===== config.mk =====
export PLATFORM = sky130hd
export DESIGN_NAME = alarm_timekeeper_flat
export DESIGN_NICKNAME = d
export VERILOG_FILES = /design/src/rtl/alarm_timekeeper_if.sv /design/src/rtl/alarm_timekeeper.sv /design/src/flat_wrapper.sv
export SDC_FILE = /design/constraint.sdc
export NUM_CORES = 1
export LEC_CHECK = 0
export BUFFER_PORTS_ARGS = -buffer_cell sky130_fd_sc_hd__buf_2
export CORE_ASPECT_RATIO = 0.6
export CORE_MARGIN = 10
export CORE_UTILIZATION = 39
export CTS_BUF_LIST = sky130_fd_sc_hd__clkbuf_4 sky130_fd_sc_hd__clkbuf_8
export CTS_CLUSTER_DIAMETER = 150
export DETAILED_ROUTE_END_ITERATION = 10
export GPL_TIMING_DRIVEN = 0
export PLACE_DENSITY = 0.66
export SLEW_MARGIN = 25
export SYNTH_ARGS = -nofsm -noshare
export SYNTH_HDL_FRONTEND = slang
export SYNTH_SLANG_ARGS = --single-unit

===== constraint.sdc =====
create_clock -name clk -period 2.7 [get_ports clk]
set_clock_uncertainty 0.1 [all_clocks]
set_input_delay 0.405 -clock clk [delete_from_list [all_inputs] [get_ports clk]]
set_output_delay 0.405 -clock clk [all_outputs]
set_load 0.02 [all_outputs]

===== src/rtl/alarm_timekeeper_if.sv =====
// rtl/alarm_timekeeper_if.sv - user-side signal bundle for the alarm timekeeper
interface alarm_timekeeper_if;
  logic       tick_in;
  logic       set_time;
  logic       set_alarm;
  logic [4:0] set_hh;
  logic [5:0] set_mm;
  logic       alarm_en;
  logic       alarm_ack;
  logic [4:0] hh;
  logic [5:0] mm;
  logic [5:0] ss;
  logic       sec_pulse;
  logic       alarm_ring;
  logic       set_err;

  modport master (
    output tick_in, set_time, set_alarm, set_hh, set_mm, alarm_en, alarm_ack,
    input  hh, mm, ss, sec_pulse, alarm_ring, set_err
  );

  modport slave (
    input  tick_in, set_time, set_alarm, set_hh, set_mm, alarm_en, alarm_ack,
    output hh, mm, ss, sec_pulse, alarm_ring, set_err
  );
endinterface


===== src/rtl/alarm_timekeeper.sv =====
// rtl/alarm_timekeeper.sv - hh:mm:ss counter with load and latched alarm comparator
module alarm_timekeeper #(
  parameter int ALARM_LEN = 60
) (
  input  logic                clk,
  input  logic                rst,
  alarm_timekeeper_if.slave   bus
);

  localparam logic [5:0] RING_LAST = 6'(ALARM_LEN - 1);

  typedef enum logic {S_IDLE, S_RING} ring_state_t;

  logic       tick_q;
  logic [4:0] hh_r, al_hh;
  logic [5:0] mm_r, ss_r, al_mm;
  logic       sec_pulse_r, set_err_r;
  logic [5:0] ring_cnt, ring_cnt_nx;
  ring_state_t state, state_nx;

  logic       tick_edge, ld_ok, time_ld, alarm_ld, advance, match;
  logic [4:0] nx_hh;
  logic [5:0] nx_mm, nx_ss;

  assign tick_edge = bus.tick_in & ~tick_q;
  assign ld_ok     = (bus.set_hh <= 5'd23) && (bus.set_mm <= 6'd59);
  assign time_ld   = bus.set_time & ld_ok;
  assign alarm_ld  = bus.set_alarm & ld_ok;
  // A successful time load swallows a coincident tick edge; a rejected one does not.
  assign advance   = tick_edge & ~time_ld;
  assign match     = bus.alarm_en & advance & (nx_hh == al_hh) &
                     (nx_mm == al_mm) & (nx_ss == 6'd0);

  // Successor time with seconds -> minutes -> hours carry and midnight wrap.
  always_comb begin
    nx_ss = ss_r + 6'd1;
    nx_mm = mm_r;
    nx_hh = hh_r;
    if (ss_r == 6'd59) begin
      nx_ss = 6'd0;
      if (mm_r == 6'd59) begin
        nx_mm = 6'd0;
        nx_hh = (hh_r == 5'd23) ? 5'd0 : hh_r + 5'd1;
      end else begin
        nx_mm = mm_r + 6'd1;
      end
    end
  end

  // Time-of-day, alarm setting, edge-detect and pulse registers.
  always_ff @(posedge clk or posedge rst) begin
    if (rst) begin
      tick_q      <= 1'b0;
      hh_r        <= 5'd0;
      mm_r        <= 6'd0;
      ss_r        <= 6'd0;
      al_hh       <= 5'd0;
      al_mm       <= 6'd0;
      sec_pulse_r <= 1'b0;
      set_err_r   <= 1'b0;
    end else begin
      tick_q      <= bus.tick_in;
      sec_pulse_r <= advance;
      set_err_r   <= (bus.set_time | bus.set_alarm) & ~ld_ok;
      if (time_ld) begin
        hh_r <= bus.set_hh;
        mm_r <= bus.set_mm;
        ss_r <= 6'd0;
      end else if (advance) begin
        hh_r <= nx_hh;
        mm_r <= nx_mm;
        ss_r <= nx_ss;
      end
      if (alarm_ld) begin
        al_hh <= bus.set_hh;
        al_mm <= bus.set_mm;
      end
    end
  end

  // Ring state and advance counter register.
  always_ff @(posedge clk or posedge rst) begin
    if (rst) begin
      state    <= S_IDLE;
      ring_cnt <= 6'd0;
    end else begin
      state    <= state_nx;
      ring_cnt <= ring_cnt_nx;
    end
  end

  // Ring control: disarm beats everything, then a fresh match, then ack/timeout.
  always_comb begin
    state_nx    = state;
    ring_cnt_nx = ring_cnt;
    if (!bus.alarm_en) begin
      state_nx    = S_IDLE;
      ring_cnt_nx = 6'd0;
    end else if (match) begin
      state_nx    = S_RING;
      ring_cnt_nx = 6'd0;
    end else if (state == S_RING) begin
      if (bus.alarm_ack) begin
        state_nx    = S_IDLE;
        ring_cnt_nx = 6'd0;
      end else if (advance) begin
        if (ring_cnt == RING_LAST) begin
          state_nx    = S_IDLE;
          ring_cnt_nx = 6'd0;
        end else begin
          ring_cnt_nx = ring_cnt + 6'd1;
        end
      end
    end
  end

  assign bus.hh         = hh_r;
  assign bus.mm         = mm_r;
  assign bus.ss         = ss_r;
  assign bus.sec_pulse  = sec_pulse_r;
  assign bus.set_err    = set_err_r;
  assign bus.alarm_ring = (state == S_RING);

endmodule


===== src/flat_wrapper.sv =====
// flat-port wrapper written by rule: the top's interface ports become plain ports
module alarm_timekeeper_flat 
#(
  parameter int ALARM_LEN = 60
)
  (clk, rst, bus_tick_in, bus_set_time, bus_set_alarm, bus_set_hh, bus_set_mm, bus_alarm_en, bus_alarm_ack, bus_hh, bus_mm, bus_ss, bus_sec_pulse, bus_alarm_ring, bus_set_err);
  alarm_timekeeper_if bus_i ();
  input  logic clk;
  input  logic rst;
  input wire logic [$bits(bus_i.tick_in)-1:0] bus_tick_in;
  input wire logic [$bits(bus_i.set_time)-1:0] bus_set_time;
  input wire logic [$bits(bus_i.set_alarm)-1:0] bus_set_alarm;
  input wire logic [$bits(bus_i.set_hh)-1:0] bus_set_hh;
  input wire logic [$bits(bus_i.set_mm)-1:0] bus_set_mm;
  input wire logic [$bits(bus_i.alarm_en)-1:0] bus_alarm_en;
  input wire logic [$bits(bus_i.alarm_ack)-1:0] bus_alarm_ack;
  output wire logic [$bits(bus_i.hh)-1:0] bus_hh;
  output wire logic [$bits(bus_i.mm)-1:0] bus_mm;
  output wire logic [$bits(bus_i.ss)-1:0] bus_ss;
  output wire logic [$bits(bus_i.sec_pulse)-1:0] bus_sec_pulse;
  output wire logic [$bits(bus_i.alarm_ring)-1:0] bus_alarm_ring;
  output wire logic [$bits(bus_i.set_err)-1:0] bus_set_err;
  assign bus_i.tick_in = bus_tick_in;
  assign bus_i.set_time = bus_set_time;
  assign bus_i.set_alarm = bus_set_alarm;
  assign bus_i.set_hh = bus_set_hh;
  assign bus_i.set_mm = bus_set_mm;
  assign bus_i.alarm_en = bus_alarm_en;
  assign bus_i.alarm_ack = bus_alarm_ack;
  assign bus_hh = bus_i.hh;
  assign bus_mm = bus_i.mm;
  assign bus_ss = bus_i.ss;
  assign bus_sec_pulse = bus_i.sec_pulse;
  assign bus_alarm_ring = bus_i.alarm_ring;
  assign bus_set_err = bus_i.set_err;
  alarm_timekeeper #(.ALARM_LEN(ALARM_LEN)) u_core (.clk(clk), .rst(rst), .bus(bus_i));
endmodule

# ---- After elaboration in Yosys (flattened, before gate mapping)
# Index checks and enable logic that the tools add are counted.
dict set report totals {
  regBits 38
  out_inout_bits 20
  wordCells 65
}
dict set report classes {
  add_sub_neg 4
  n_lt_le_gt_ge 2
  n_eq_ne 8
  mux 24
  n_bitwise 13
  reduce_logical 4
}
# cell count
set ops {}
lappend ops {{$mux W6} 13}
lappend ops {{$mux W5} 5}
lappend ops {{$add A6 B1 Y6 const B} 3}
lappend ops {{$eq A6 B6 Y1 const B} 3}
lappend ops {{$and A1 B1 Y1} 9}
lappend ops {{$eq A6 B6 Y1} 1}
lappend ops {{$le A6 B6 Y1 const B} 1}
lappend ops {{$logic_not A6 Y1} 1}
lappend ops {{$mux W1} 6}
lappend ops {{$add A5 B1 Y5 const B} 1}
lappend ops {{$eq A5 B5 Y1} 1}
lappend ops {{$eq A5 B5 Y1 const B} 1}
lappend ops {{$le A5 B5 Y1 const B} 1}
lappend ops {{$ne A4 B1 Y1 const B} 1}
lappend ops {{$ne A3 B1 Y1 const B} 1}
lappend ops {{$not A1 Y1} 3}
lappend ops {{$reduce_and A2 Y1} 1}
lappend ops {{$reduce_bool A2 Y1} 1}
lappend ops {{$logic_and A1 B1 Y1} 1}
lappend ops {{$or A1 B1 Y1} 1}

# ---- Logic depth before layout (Yosys ltp)
dict set report depth {
  word_depth 11
  mapped_depth 10
  ltp_nobuf 10
}

# ---- Worst setup path after synthesis
# OpenSTA, ideal clock, no wires.
dict set report synth_path {
  path_type {flip-flop to flip-flop}
  startpoint {register u_core.ss_r[0] (netlist: u_core.bus.ss[0])}
  endpoint {register u_core.ring_cnt[1]}
  setup_ns 0.134
  arrival_ns 2.465
  required_time_ns 2.466
  slack_ns 0.001
  path_stages_with_launch 10
  path_buffers 1
  period_less_slack_ns 2.699
  path_cell_list {dfrtp_1 ha_1 nand3b_4 nor4_4 buf_6 mux2i_1 nand4_1 a2111o_1 nor4_4 nor2_1}
}
dict set report synth_between {
  elab_chain_cells 8
}
# element line_no
set synth_rtl {}
lappend synth_rtl {{start, declared} alarm_timekeeper.sv:16} ;# logic [5:0] mm_r, ss_r, al_mm;
lappend synth_rtl {{start signal, assigned} alarm_timekeeper.sv:72} ;# ss_r <= nx_ss;
lappend synth_rtl {{parallel branches: the longest is 5 deep, another holds $add A6 B1 Y6} --}
lappend synth_rtl {{$and A1 B1 Y1 (*)} alarm_timekeeper.sv:32} ;# (nx_mm == al_mm) & (nx_ss == 6'd0);
lappend synth_rtl {{$ne A4 B1 Y1 (no line), or another cell as far along} --}
lappend synth_rtl {{$reduce_and A2 Y1 (no line) / $mux W6 (equally long branches)} --}
lappend synth_rtl {{end signal, assigned} alarm_timekeeper.sv:88} ;# ring_cnt <= ring_cnt_nx;
lappend synth_rtl {{end, declared} alarm_timekeeper.sv:18} ;# logic [5:0] ring_cnt, ring_cnt_nx;
# Every way passes the cells marked *.
# A chain may end at the register's enable or synchronous reset.

# ---- Worst setup path after layout
dict set report layout_path {
  startpoint {register u_core.ss_r[0] (netlist: u_core.bus.ss[0])}
  endpoint {register u_core.ring_cnt[2]}
}
# The elaborated chain is that of the path after synthesis.

==> qor.csv <==
metric,value,unit
switching_share,0.333,
p_comb_frac,0.251,
drive_gt1_frac,0.278,
hold_class,in2reg,
max-clock-path-buffers,2,
instances_no_fill,422,
synthCells,284,
rsz0062_at_grt,no,
async_flop_share,1.00,
start_util,0.408,
ys_seq_area_frac,0.374,
period_share,0.962,
power_switching,0.496,mW
die_area,10300,um^2
status,finished clean,
final.min_clock_period,2.60,ns
synthFlopType,dfrtp_1,
holdWs,0.142,ns
synthesis.nets,307,
antenna_found_initial,0,
critPathMaxFanout,9,
power_frac_clock,0.291,
path_class,reg2reg,
core,6220,um^2
io_pins,38,
p_int,0.995,mW
cts_tree,done,
routed_wl,7.14,mm
cts_max_level,2,
yosysWarnings,0,
slew_headroom,0.523,
drtAntennaViolNets,0,
antenna_cells,0,
cp_slowest_stage_delay,0.44,ns
dp_hpwl,5.39,mm
drt-initial-drc-count,221,
p_leak,1.36,nW
grt_max_degree,26,
design_area,3050,um^2
place_inst,406,
startpoint,u_core.bus.ss[0]$_DFFE_PP0P_,
die_y,82.5,um
place_congestion,0.920,
start_kind,flop,
ir_worst_vdd,0.000246,V
rr_startpoint,u_core.bus.ss[0]$_DFFE_PP0P_,
ys_types,56,
drv_cap,0,
end_kind,flop,
root_buffer,clkbuf_8,
numCtsBuffers,5,
synth_seq_cells,38,
postPlaceCellArea,2850,um^2
p_per_area,490,nW/um^2
cts.clk_slew.worst_paths,0.08,ns
required,2.78,ns
arrival,2.68,ns
cts_sinks,38,
grt_usage,0.145,
rows,22,
portBuffers,37,
crit_chain,ha_4 -> nand3b_4 -> nor4_4 -> buf_6 -> buf_4 -> a22oi_1 -> a2111o_1 -> nor4_4 -> buf_4 -> a21oi_1,
sequentialPowerShare,0.457,
critical-path-top-delay-family,simple AND/OR/NAND/NOR gates,
die_w,124,um
areaGrowthSynthToFinish,19.8,%
clk_latency,0.30,ns
cp_num_buf_inv,3,
grt_pass1_vias,2285,
cp_slowest_cell,a2111o_1,
finalSetupViolations,0,
final_nets,360,
synth_edf_count,0,
dpl_worst_slack,-0.292,ns
fmax,0.385,GHz
syn_area_per_cell,8.95,um^2
tightest_slew,0.716,ns
drv_slew,0,
routedWlPerCell,16.9,um
vias,2358,
grt_pass1_wl,12.2,mm
tns,0,ns
overflow,0,
viasPerCell,5.59,
hold_path.startpoint,bus_tick_in,
first_pass_iters,4,
setup_ws,0.103,ns
post-route-drc-count,0,
finalHoldViolCount,0,
netlist_area,2540,um^2
==> Yosys cell counts (all sizes together) (3+ instances only) <==
cell type / n / share of area
nor4: 5 / 0.024
nand2b: 6 / 0.015
clkbuf: 6 / 0.0094
and3: 5 / 0.014
mux2: 11 / 0.049
nand2: 36 / 0.055
xor2: 5 / 0.017
ha: 5 / 0.025
nor2: 21 / 0.031
nor3: 5 / 0.0098
buf: 10 / 0.032
inv: 5 / 0.0074
mux2i: 9 / 0.035
dfrtp: 38 / 0.37
nand3: 10 / 0.020
a31oi: 8 / 0.020
nand3b: 4 / 0.017
and2b: 3 / 0.0094
xnor2: 7 / 0.024
nand4: 8 / 0.020
and2: 4 / 0.0098
o21ai: 25 / 0.049
or3: 5 / 0.013
a21oi: 17 / 0.033
==> worst reg2reg max path, delay by kind of cell (launching register included) <==
family | cells | cell delay (ns)
and+or+nand+nor | 3 | 0.71
AOI/OAI and AO/OA | 3 | 0.57
buffers and inverters | 3 | 0.50
DFF | 1 | 0.39
adders and majority gates | 1 | 0.19
==> flip-flops by register name, indices dropped and copies added (netlist names) <==
name / flops
u_core.bus.hh: 5
u_core.bus.set_err: 1
u_core.bus.sec_pulse: 1
u_core.al_mm: 6
u_core.bus.mm: 6
u_core.al_hh: 5
u_core.bus.ss: 6
u_core.ring_cnt: 6
u_core.bus.alarm_ring: 1
u_core.tick_q: 1
==> power groups by stage <==
stage               registers [mW]  logic, mW  clock network (mW)
CTS                          0.682      0.367               0.442
detailed placement           0.690      0.353                   0
floorplan                    0.707      0.214                   0
finish                       0.682      0.375               0.434
global route                 0.689      0.421               0.461
global placement             0.688      0.346                   0
==> cells by family (layout without fill, tap and decap cells) <==
kind of cell | Yosys count | after routing | synth area share
and+or+nand+nor | 123 | 123 | 0.272
adders and majority gates | 5 | 5 | 0.0246
muxes | 20 | 20 | 0.0842
DFF | 38 | 38 | 0.374
AOI/OAI and AO/OA | 65 | 65 | 0.154
xor gates and xnor gates | 12 | 12 | 0.0414
buffers and inverters | 21 | 75 | 0.0492
==> path summary, 6_finish.rpt <==
| kind | end | slack (ns) | cells after the start |
|---|---|---|---|
| setup reg to reg | u_core.ring_cnt[2]$_DFFE_PP0P_ | 0.10 | 10 |
| min in group asynchronous | u_core.al_mm[4]$_DFFE_PP0P_ | 0.51 | 3 |
| setup / recovery | u_core.ring_cnt[2]$_DFFE_PP0P_ | 0.10 | 10 |
| hold reg to reg | u_core.al_hh[1]$_DFFE_PP0P_ | 0.43 | 1 |
| max in group asynchronous | u_core.bus.ss[3]$_DFFE_PP0P_ | 1.55 | 4 |
| hold / removal | u_core.tick_q$_DFF_PP0_ | 0.14 | 1 |
==> placed cells by master (no fill, tap or decap), types with 2 or more instances in the layout <==
cell type,count
xnor2_1,7
or3_1,4
o211ai_1,2
nand4_1,8
nor4_1,3
nand2b_1,6
and2_1,3
nand2_1,34
nor4_4,2
o41ai_1,2
ha_4,2
nand3b_1,3
clkbuf_1,5
nand2_2,2
buf_4,10
a21oi_1,17
buf_2,40
and2b_1,2
a31oi_1,8
dfrtp_2,4
buf_6,4
ha_1,3
dfrtp_1,34
nor3_1,5
o21ai_0,23
mux2_2,11
o31ai_1,2
xor2_1,5
clkbuf_8,6
o21ai_1,2
nor2b_1,2
nand3_1,10
inv_1,4
nor2_1,21
and3_1,4
mux2i_1,9
or3b_2,2
==> layout make-up <==
cell class / count / area, um^2
inverter: 5 / 18.8
clock buffer: 7 / 90.1
fill: 622 / 3180
sequential: 38 / 956
timing repair buffer: 46 / 268
buffer: 16 / 106
clock inverter: 1 / 5.00
multi-input combinational: 225 / 1500
tap: 84 / 105
==> what timing repair did <==
item,4_1_cts,5_1_grt
setup buffers,5,2
endpoints found under the setup margin,7,7
pin swaps,2,2
endpoints found under the hold margin,13,0
gates resized for setup,8,1
hold buffers,1,0
==> through the flow <==
step	utilization	total power, mW
finish	0.490	1.49
global route	0.490	1.57
CTS	0.486	1.49
detailed placement	0.458	1.04
global placement	0.455	1.03
floorplan	-	0.921
==> routing by layer <==
layer,share of wire,track usage,vias to the layer above
met4,0.0062,0.0278,0
met2,0.38,0.197,93
li1,-,-,1140
met3,0.082,0.0445,6
met5,0,0,-
met1,0.53,0.218,1119
Power figures use the tool's default switching activity.
